$ cat config.mk
export PLATFORM = sky130hd
export DESIGN_NAME = fifo_ctrl
export DESIGN_NICKNAME = d
export VERILOG_FILES = /design/src/rtl/fifo_pkg.sv /design/src/rtl/fifo_ptr.sv /design/src/rtl/fifo_ctrl.sv
export SDC_FILE = /design/constraint.sdc
export NUM_CORES = 1
export LEC_CHECK = 0
export ABC_AREA = 1
export BUFFER_PORTS_ARGS = -buffer_cell sky130_fd_sc_hd__buf_2
export CAP_MARGIN = 25
export CORE_AREA = 2 2 39 41
export DETAILED_ROUTE_END_ITERATION = 10
export DIE_AREA = 0 0 41 43
export PLACE_DENSITY = 0.67
export SETUP_SLACK_MARGIN = 0.05
export SLEW_MARGIN = 15
export SYNTH_ARGS = -nofsm -noshare
export SYNTH_HDL_FRONTEND = slang
export SYNTH_HIERARCHICAL = 1
export SYNTH_SLANG_ARGS = --single-unit
$ cat constraint.sdc
create_clock -name clk -period 1.6 [get_ports clk]
set_input_delay 0.16 -clock clk [delete_from_list [all_inputs] [get_ports clk]]
set_output_delay 0.16 -clock clk [all_outputs]
set_load 0.01 [all_outputs]
$ cat src/rtl/fifo_pkg.sv
// fifo_pkg: shared constants, pointer type and occupancy helper for the FIFO controller.
package fifo_pkg;
    localparam int unsigned ADDR_WIDTH_DEF = 2;
    typedef logic [ADDR_WIDTH_DEF:0] ptr_t;
    // Pointer difference modulo 2**(aw+1); the wrap bit makes a full FIFO distinct from empty.
    function automatic logic [31:0] ptr_diff(input logic [31:0] w, input logic [31:0] r, input int unsigned aw);
        ptr_diff = (w - r) & ((32'd1 << (aw + 1)) - 32'd1);
    endfunction
endpackage

$ cat src/rtl/fifo_ptr.sv
// fifo_ptr: W-bit wrapping pointer with increment enable.
// Ports: clk, rst_n (sync active-low), en (advance by one), ptr (current value).
module fifo_ptr #(
    parameter int unsigned W = 3
) (
    input  logic         clk,
    input  logic         rst_n,
    input  logic         en,
    output logic [W-1:0] ptr
);
    logic [W-1:0] ptr_d, ptr_q;
    always_comb ptr_d = en ? ptr_q + 1'b1 : ptr_q;
    always_ff @(posedge clk) begin
        if (!rst_n) ptr_q <= '0;
        else        ptr_q <= ptr_d;
    end
    assign ptr = ptr_q;
endmodule

$ cat src/rtl/fifo_ctrl.sv
// fifo_ctrl: pointer/flag controller for a register-file FIFO.
// Ports: clk, rst_n (sync active-low), wr/rd strobes, clr_err; wr_en, w_addr, r_addr to the
// register file; full, empty, almost_full, almost_empty, count, sticky overflow/underflow.
module fifo_ctrl
    import fifo_pkg::*;
#(
    parameter int unsigned ADDR_WIDTH = ADDR_WIDTH_DEF,
    parameter int unsigned AF_LEVEL   = 3,
    parameter int unsigned AE_LEVEL   = 1
) (
    input  logic                  clk,
    input  logic                  rst_n,
    input  logic                  wr,
    input  logic                  rd,
    input  logic                  clr_err,
    output logic                  wr_en,
    output logic [ADDR_WIDTH-1:0] w_addr,
    output logic [ADDR_WIDTH-1:0] r_addr,
    output logic                  full,
    output logic                  empty,
    output logic                  almost_full,
    output logic                  almost_empty,
    output logic [ADDR_WIDTH:0]   count,
    output logic                  overflow,
    output logic                  underflow
);
    localparam logic [ADDR_WIDTH:0] AF = AF_LEVEL[ADDR_WIDTH:0];
    localparam logic [ADDR_WIDTH:0] AE = AE_LEVEL[ADDR_WIDTH:0];
    logic [ADDR_WIDTH:0] w_ptr, r_ptr;
    logic do_wr, do_rd;
    logic ovf_d, ovf_q, unf_d, unf_q;
    fifo_ptr #(.W(ADDR_WIDTH + 1)) u_wptr (.clk(clk), .rst_n(rst_n), .en(do_wr), .ptr(w_ptr));
    fifo_ptr #(.W(ADDR_WIDTH + 1)) u_rptr (.clk(clk), .rst_n(rst_n), .en(do_rd), .ptr(r_ptr));
    always_comb begin
        empty        = (w_ptr == r_ptr);
        full         = (w_ptr[ADDR_WIDTH] != r_ptr[ADDR_WIDTH]) &&
                       (w_ptr[ADDR_WIDTH-1:0] == r_ptr[ADDR_WIDTH-1:0]);
        count        = (ADDR_WIDTH + 1)'(ptr_diff(32'(w_ptr), 32'(r_ptr), ADDR_WIDTH));
        almost_full  = (count >= AF);
        almost_empty = (count <= AE);
        // A simultaneous pop frees the head slot, so a push into a full FIFO may proceed.
        do_wr        = wr & (~full | rd);
        do_rd        = rd & ~empty;
        wr_en        = do_wr & rst_n;
        // A new drop takes priority over a coincident clear.
        ovf_d        = (wr & ~do_wr) | (ovf_q & ~clr_err);
        unf_d        = (rd & ~do_rd) | (unf_q & ~clr_err);
    end
    always_ff @(posedge clk) begin
        if (!rst_n) begin
            ovf_q <= 1'b0;
            unf_q <= 1'b0;
        end else begin
            ovf_q <= ovf_d;
            unf_q <= unf_d;
        end
    end
    assign w_addr    = w_ptr[ADDR_WIDTH-1:0];
    assign r_addr    = r_ptr[ADDR_WIDTH-1:0];
    assign overflow  = ovf_q;
    assign underflow = unf_q;
endmodule

==> impl_results.md, run 1 <==
- Hold Vio Cnt, Final: 0
- Setup TNS: -0.470 ns
- Cell Pwr Density: roughly 1100 mW/mm^2
- FFs w/ async S/R, synth: 0
- CTS max path bufs: 2
- Count of flip-flops with a built-in enable after synthesis: 0
- Yosys warns: 6
- First-pass GRT wire length: about 1600 microns
- CTS Buf Count: 3
- Ant diodes: 0
- Top delay family on crit path: adder cells
- Worst setup EP type: output port
- Die ar.: roughly 0.0018 sq mm
- RSZ-0062 raised after global routing: yes
- GRT Util Overall: 0.138
- Mapped Avg Cell Area: between 6 and 7 sq um
- Slew @ Worst Pin: about 0.16 ns
- H-tree depth: 1
- Relative slew slack: 0.891
- Comb power frac: 0.526
- Commonest cells in the netlist: 16 x nand2_1, 13 x inv_1, 12 x nor2_1
- Crit path top cell by count: inv_2
- Grt ovf: 0
- Sequential area share after synthesis: 0.335
- DRC violations left: 0
- CP Launch Type: register
- Worst setup path class: register to output port
- Largest net degree at the start of global routing: 8
- Most used DFF post-synth: dfxtp_1
- Synthesis-to-layout area growth: 52.6%
- Peak supply drop: roughly 460 uV
- CTS tree: done
- Data required, critical path: 1.44 ns
- Slowest CP cell: fa_2
- Dpl hpwl: about 790 microns
- Router iterations before antenna repair: 2
- Failing checks: negative setup slack
- Distinct cell type count after synthesis: 14
- Area of the multi-input gates: a little over 300 sq um
- Vias: around 510
- Flop and latch count out of synthesis: 8
- Final Cycle Share: 1.09
- Syn nets: 80
- Vias per inst: 4.44
- NumNets Final: between 100 and 150
- Initial core utilization: 0.345
- Place WS: ~0.03 ns
- Detail Route Antenna Nets: 0
- Count of input and output buffers: 18
- Sw Ratio: 0.363
- CP Cell Sequence: inv_2 -> ha_4 -> inv_2 -> fa_2 -> or2_4 -> nand2_2 -> nor2_2 -> buf_2
- Initial antenna violation count: 0
- Drt wl/cell: 9.30 microns
- Final slew viol count: 0
- Fill cells: between 100 and 150
- Core area: about 0.0014 sq mm
- Yosys top cell by area: dfxtp_1
- # rows: 14
- Die X: around 40 microns
- Design Power: ~830 uW
- Root Driver: clkbuf_4
- Worst stage delay on the critical path: around 0.33 ns
- Net Switching: ~300 uW
- Post-synthesis cell area: between 400 and 500 sq um
- Detailed Route WL: between 1000 and 1500 microns
- Register share of total power: 0.288
- WP buf/inv: 3
- Most numerous cell in the Yosys netlist: nand2_1
- Top Ports: 19
- Vias in the first global route: about 420
- GP Congestion: 0.668
- Clock Power Share: 0.186
- Reg area: roughly 170 sq um
- Die height: about 43 microns
- Post-DP Area: a little over 600 sq um
- Final setup violating endpoints: 4
- Worst-path clk slew: 0.06 ns
- Top cells by area, synth: dfxtp_1 34%, nand2_1 13%, ha_1 10%, inv_1 10%, nor2_1 9.4%
- Post-placement cell count: around 110
- Finished Layout Cells: around 120
- Status: finished, violations left
- Initial DRC count: 3
- Max frequency: roughly 570 MHz
- Final clock skew: 0.00432 ns
- Pleak: 0.387 nW
- Crit path time final: 1.75 ns
- Worst Setup Slack, final: -0.150 ns
- Syn Inst Count: 70
- Clock sinks: 8
- Hold Path Class: input port to register
- # Max-Cap Violations: 0
- Worst path arrival time: ~1.6 ns
- Worst-Skew Late Latency: ~0.25 ns
- CP Max Fanout: 2
- Cell Int Power: 531 uW
- Fin area: around 730 sq um
- Synth top area share: 0.335
- Share of layout cells above drive strength 1: 0.485
area by class of cell:
| cell class | count | area share |
|---|---|---|
| clock buffer | 3 | 0.0309 |
| tap | 16 | 0.0274 |
| sequential | 8 | 0.226 |
| inverter | 13 | 0.0669 |
| multi-input combinational | 49 | 0.425 |
| timing repair buffer | 26 | 0.223 |
repair_timing:
action / in CTS / in global routing
setup endpoints to repair: 6 / 11
hold buffers: 0 / 0
pin swaps: 9 / 4
resized for setup: 11 / 3
setup buffers: 5 / 0
final timing paths:
| check | start | to | slack (ns) | cells after the start |
|---|---|---|---|---|
| min | clr_err | overflow | 0.17 | 4 |
| max reg2reg | u_wptr/ptr[0] | u_rptr/ptr[2] | 0.16 | 9 |
| min reg2reg | overflow | overflow | 0.46 | 2 |
| max | u_wptr/ptr[0] | almost_empty | -0.15 | 8 |
registers in the layout (all words and copies together), names as in the netlist:
signal,count
u_rptr/ptr,3
underflow,1
u_wptr/ptr,3
overflow,1
per-layer routing:
metal	global-route usage	wire length (microns)
met5	0	0
met3	0.0314	55
met1	0.165	460
met2	0.213	541
met4	0.0800	12
worst register-to-register path, delay by kind of cell (launching register included):
family	cells	cell delay, ns
flip-flops	1	0.33
AND/OR/NAND/NOR	4	0.28
adder cells (fa/ha/maj)	1	0.28
buffers and inverters	3	0.32
AO/OA/AOI/OAI	1	0.11
kinds of logic (layout without fill, tap and decap cells):
family,Yosys count,after routing,synth area share
buf+inv,13,42,0.102
fa+ha+maj,5,5,0.147
simple gates,37,37,0.335
compound gates,7,7,0.0812
flops,8,8,0.335
power groups by stage:
| stage | combinational (mW) | clock [mW] | sequential [mW] |
|---|---|---|---|
| floorplan | 0.193 | 0 | 0.252 |
| global route | 0.494 | 0.172 | 0.243 |
| global placement | 0.319 | 0 | 0.240 |
| detailed placement | 0.329 | 0 | 0.241 |
| finish | 0.438 | 0.155 | 0.240 |
| CTS | 0.404 | 0.163 | 0.239 |
metrics by stage:
stage / util / hold slack [ns]
after global routing: 0.527 / 0.193
after global placement: 0.446 / 0.431
after floorplan: - / 0.273
final: 0.527 / 0.171
after CTS: 0.510 / 0.172
after detailed placement: 0.446 / 0.439
cell usage in the layout (no fill, tap or decap), drive strengths merged:
cell,count
nand2,18
buf,26
nand4,1
ha,4
fa,1
nor2,14
clkbuf,3
o21ai,2
or2,1
inv,13
nand3,3
dfxtp,8
a21oi,5
(Power assumes the default switching activity.)
==> run 2: changes to the inputs <==
--- a/config.mk
+++ b/config.mk
@@ -9,8 +9,10 @@
 export BUFFER_PORTS_ARGS = -buffer_cell sky130_fd_sc_hd__buf_2
 export CAP_MARGIN = 25
 export CORE_AREA = 2 2 39 41
+export CTS_BUF_LIST = sky130_fd_sc_hd__clkbuf_8
 export DETAILED_ROUTE_END_ITERATION = 10
 export DIE_AREA = 0 0 41 43
+export GPL_TIMING_DRIVEN = 0
 export PLACE_DENSITY = 0.67
 export SETUP_SLACK_MARGIN = 0.05
 export SLEW_MARGIN = 15
==> run 2 against run 1 <==
- the run still ends with negative setup slack left
- setup slack improved by 0.041 ns
- final area decreased by 2.2%
- combinational power decreased by 16%
- via count grew 3.1%
- largest power group unchanged
- utilization fell by 1.2 points
- global-route usage increased by 2.9 points
- first-iteration DRC count rose by 67%
- worst hold slack improved by 0.028 ns
- critical endpoint unchanged
==> impl_results.md, run 2 (synthesis results as in run 1) <==
- Status: finished, violations left
- Failing checks: negative setup slack
- Data required, critical path: 1.44 ns
- CTS tree: done
- Register share of total power: 0.284
- Slew @ Worst Pin: 0.354 ns
- Area of the multi-input gates: 308 sq um
- Detailed Route WL: approximately 1100 microns
- H-tree depth: 1
- M2 GR Usage: 0.272
- Grt ovf: 0
- Hold Path Class: input port to register
- RSZ-0062 raised after global routing: yes
- Top Ports: 19
- Reg area: around 170 sq um
- Count of input and output buffers: 18
- CTS Buf Count: 3
- Post-DP Area: approximately 590 sq um
- Final Cycle Share: 1.07
- Vias in the first global route: ~530
- Global-route met1 utilization: 0.178
- Initial core utilization: 0.345
- Final setup violating endpoints: 3
- Relative slew slack: 0.763
- Place WS: 0.00454 ns
- Initial antenna violation count: 0
- Worst-path clk slew: 0.04 ns
- # rows: 14
- Root Driver: clkbuf_8
- Die height: around 43 microns
- Most frequent cells in the layout: 18 x buf_2, 15 x nand2_1, 12 x nor2_1
- First-pass GRT wire length: between 1500 and 2000 microns
- GRT Util Overall: 0.167
- Most common cell after layout, fill and taps aside: buf_2
- DRC violations left: 0
- Clock Power Share: 0.284
- Fill cells: approximately 140
- GP Congestion: 0.671
- Crit path time final: about 1.7 ns
- Peak supply drop: ~440 uV
- Router iterations before antenna repair: 4
- Final slew viol count: 0
- Ant diodes: 0
- Detail Route Antenna Nets: 0
- Final clock skew: approximately 0.0007 ns
- CP Max Fanout: 2
- Max frequency: roughly 580 MHz
- Cell Int Power: ~560 uW
- Pleak: roughly 0.38 nW
- Worst path arrival time: 1.55 ns
- Synthesis-to-layout area growth: 49.2%
- Worst setup EP type: output port
- Largest net degree at the start of global routing: 8
- CP Launch Type: register
- # Max-Cap Violations: 0
- Worst-Skew Late Latency: 0.23 ns
- NumNets Final: about 110
- Clock sinks: 8
- CTS max path bufs: 2
- Net Switching: 301 uW
- Met3 Usage GRT: 0.0471
- Comb power frac: 0.432
- Cell Pwr Density: ~1200 mW/mm^2
- Die ar.: roughly 0.0018 sq mm
- Drt wl/cell: 9.96 microns
- Vias: 527
- Core area: approximately 0.0014 sq mm
- Fin area: 713 sq um
- Share of layout cells above drive strength 1: 0.469
- Die X: 41 microns
- Hold Vio Cnt, Final: 0
- Dpl hpwl: slightly above 800 microns
- Initial DRC count: 5
- Worst setup path class: register to output port
- Vias per inst: 4.71
- Hold_buf cts: 0
- Sw Ratio: 0.350
- Worst Setup Slack, final: -0.109 ns
- GR peak layer: met2
[run 2: cell count changes in the layout (fill, tap and decap cells not counted), sizes merged]
cell  change
buf       -3
[run 2: path summary, 6_finish.rpt]
| path | from | to | slack [ns] | depth (start not counted) |
|---|---|---|---|---|
| min reg2reg | overflow | overflow | 0.47 | 2 |
| max | u_wptr/ptr[0] | almost_empty | -0.11 | 8 |
| max reg2reg | u_wptr/ptr[0] | u_wptr/ptr[1] | 0.17 | 10 |
| min | rd | underflow | 0.20 | 3 |
[run 2: critical path, stage by stage (launching register included)]
cell and delay, ns:
dfxtp_2 0.32, inv_2 0.06, ha_4 0.11, inv_2 0.03, fa_2 0.33, or2_4 0.24
nand2_2 0.07, nor2_2 0.03, buf_2 0.13
[run 2: power groups by stage]
stage | clock network [mW] | registers, mW | logic [mW]
floorplan | 0 | 0.252 | 0.193
global placement | 0 | 0.246 | 0.297
detailed placement | 0 | 0.247 | 0.306
CTS | 0.247 | 0.243 | 0.351
global route | 0.262 | 0.247 | 0.434
finish | 0.244 | 0.244 | 0.370
[run 2: stage by stage]
| stage | power [mW] | instances | util | hold WS (ns) | setup TNS [ns] |
|---|---|---|---|---|---|
| 2_1_floorplan | 0.446 | 70 | - | 0.273 | 0 |
| 3_3_place_gp | 0.543 | 104 | 0.429 | 0.433 | 0 |
| 3_5_place_dp | 0.552 | 104 | 0.429 | 0.440 | 0 |
| 4_1_cts | 0.840 | 111 | 0.497 | 0.200 | -0.369 |
| 5_1_grt | 0.943 | 112 | 0.515 | 0.206 | -0.610 |
| 6_report | 0.858 | 112 | 0.515 | 0.199 | -0.288 |
[run 2: what timing repair did]
| item | CTS | global route |
|---|---|---|
| pin swaps | 7 | 6 |
| gates resized for setup | 10 | 3 |
| cloned | 0 | 0 |
| setup endpoints to repair | 6 | 9 |
| setup buffers | 4 | 1 |
[run 2: metal layers]
layer / part of all wire / wire length (microns)
met5: 0 / 0
met3: 0.073 / 81
met1: 0.40 / 441
met4: 0.030 / 33
met2: 0.50 / 558
[run 2: area by class of cell]
class,count,share of cell area
Multi-Input combinational cell,49,0.432
Sequential cell,8,0.235
Timing Repair Buffer,23,0.179
Inverter,13,0.0684
Clock buffer,3,0.0579
Tap cell,16,0.0281
==> run 3: changes to the inputs <==
--- a/config.mk
+++ b/config.mk
@@ -20,3 +20,4 @@
 export SYNTH_HDL_FRONTEND = slang
 export SYNTH_HIERARCHICAL = 1
 export SYNTH_SLANG_ARGS = --single-unit
+export TNS_END_PERCENT = 50
==> run 3 against run 2 <==
- the run still ends with negative setup slack left
- maximum frequency is 0.24% lower
- non-clock buffer count shrank 1
- power down 1.6%
- cell count fell by 0.89%
- utilization decreased by 1.1 points
- combinational power is 3% lower
- wire length is 4.5% lower
- clock skew rose by 0.0019 ns
- critical path depth is the same
- die area did not move
- critical path type unchanged
- largest cell class unchanged
- largest power group unchanged
- highest routed layer unchanged
==> impl_results.md, run 3 (synthesis results as in run 1) <==
- Status: finished, violations left
- Failing checks: negative setup slack
- Crit path top cell by count: inv_2
- # rows: 14
- Initial antenna violation count: 0
- Final clock skew: ~0.0026 ns
- Net Switching: 297 uW
- RSZ-0062 raised after global routing: yes
- Initial DRC count: 8
- Worst setup EP type: output port
- Design Power: roughly 840 uW
- Register share of total power: 0.288
- FF-to-FF setup slack: 0.16 ns
- Max frequency: 584 MHz
- Synthesis-to-layout area growth: 46.1%
- Crit path time final: roughly 1.7 ns
- Place WS: -0.0492 ns
- H-tree depth: 1
- GP Congestion: 0.668
- Vias: between 500 and 600
- Grt ovf: 0
- Cell Pwr Density: about 1200 mW/mm^2
- Slowest CP cell: fa_2
- Final Cycle Share: 1.07
- Router iterations before antenna repair: 4
- Share of layout cells above drive strength 1: 0.453
- Vias in the first global route: 435
- Clock Power Share: 0.288
- Core area: around 0.0014 sq mm
- Detail Route Antenna Nets: 0
- Worst path arrival time: approximately 1.6 ns
- Peak supply drop: between 400 and 500 uV
- Top delay family on crit path: adder cells
- Ant diodes: 0
- CP Launch Type: register
- Clock sinks: 8
- Detailed Route WL: 1070 microns
- Cell Int Power: 547 uW
- Finished Core Util: 0.505
- Finished Layout Cells: approximately 110
- Fin area: about 700 sq um
- # Max-Cap Violations: 0
- Root Driver: clkbuf_8
- Most common cell after layout, fill and taps aside: buf_2
- GRT Util Overall: 0.151
- Worst setup path class: register to output port
- Final setup violating endpoints: 3
- Top Ports: 19
- Vias per inst: between 4 and 5
- Setup TNS: -0.295 ns
- Final slew viol count: 0
- CTS max path bufs: 2
- Relative slew slack: 0.833
- First-pass GRT wire length: between 1500 and 2000 microns
- DRC violations left: 0
- CTS Buf Count: 3
- Die ar.: ~0.0018 sq mm
- Sw Ratio: 0.352
- Worst Hold Margin: about 0.2 ns
- Initial core utilization: 0.345
- Worst stage delay on the critical path: roughly 0.33 ns
- Die X: between 40 and 50 microns
- Most frequent cells in the layout: 18 x buf_2, 14 x nand2_1, 11 x inv_1, 11 x nor2_1
- Hold Path Class: input port to register
- Drt wl/cell: 9.59 microns
- Worst-path clk slew: around 0.040 ns
- CP Max Fanout: 2
- Pleak: 0.371 nW
- Fill cells: 137
- Data required, critical path: roughly 1.4 ns
- CP Cell Sequence: inv_2 -> ha_4 -> inv_2 -> fa_2 -> or2_4 -> nand2_4 -> nor2_2 -> buf_2
- Slew @ Worst Pin: around 0.25 ns
- Worst Setup Slack, final: -0.114 ns
- Largest net degree at the start of global routing: 8
- Post-placement cell count: 104
- Worst-Skew Late Latency: 0.23 ns
- NumNets Final: 107
- WP buf/inv: 3
- CTS tree: done
- Post-DP Area: between 500 and 600 sq um
- Comb power frac: 0.424
- Dpl hpwl: between 700 and 800 microns
- Die height: 43 microns
- Hold Vio Cnt, Final: 0
- Count of input and output buffers: 18
## run 3: timing repair
action / in CTS / in global routing
pin swaps: 4 / 4
setup buffers: 3 / 1
hold buffers: 0 / 0
gates cloned: 0 / 0
setup endpoints to repair: 10 / 10
gates resized for setup: 10 / 4
## run 3: power by group through the flow
stage | Combinational, mW | Sequential (mW) | Clock [mW]
5_1_grt | 0.414 | 0.245 | 0.260
6_report | 0.358 | 0.243 | 0.243
4_1_cts | 0.346 | 0.241 | 0.247
3_5_place_dp | 0.305 | 0.245 | 0
2_1_floorplan | 0.193 | 0.251 | 0
3_3_place_gp | 0.296 | 0.244 | 0
## run 3: path summary, 6_finish.rpt
path | startpoint | to | cells after the start
worst min-delay path | clr_err | overflow | 4
worst max register to register | u_rptr/ptr[1] | u_wptr/ptr[2] | 9
worst min register to register | overflow | overflow | 2
worst max-delay path | u_wptr/ptr[0] | almost_empty | 8
## run 3: layout make-up
| class | count | area, sq um | share of cell area |
|---|---|---|---|
| multi-input combinational | 49 | 300 | 0.430 |
| timing repair buffer | 22 | 120 | 0.172 |
| clock buffer | 3 | 41.3 | 0.0591 |
| inverter | 13 | 48.8 | 0.0699 |
| sequential | 8 | 168 | 0.240 |
| tap | 16 | 20.0 | 0.0287 |
## run 3: per-layer routing
layer	track usage	up-vias	routed length [microns]
met5	0	-	0
met3	0.0314	2	42
met2	0.216	10	511
met4	0.120	0	14
li1	-	265	-
met1	0.184	235	495
## run 3: tightest hold or removal path, stage by stage
cell and delay, ns:
buf_2 0.07, inv_1 0.04, nand2_1 0.05, a21oi_1 0.05
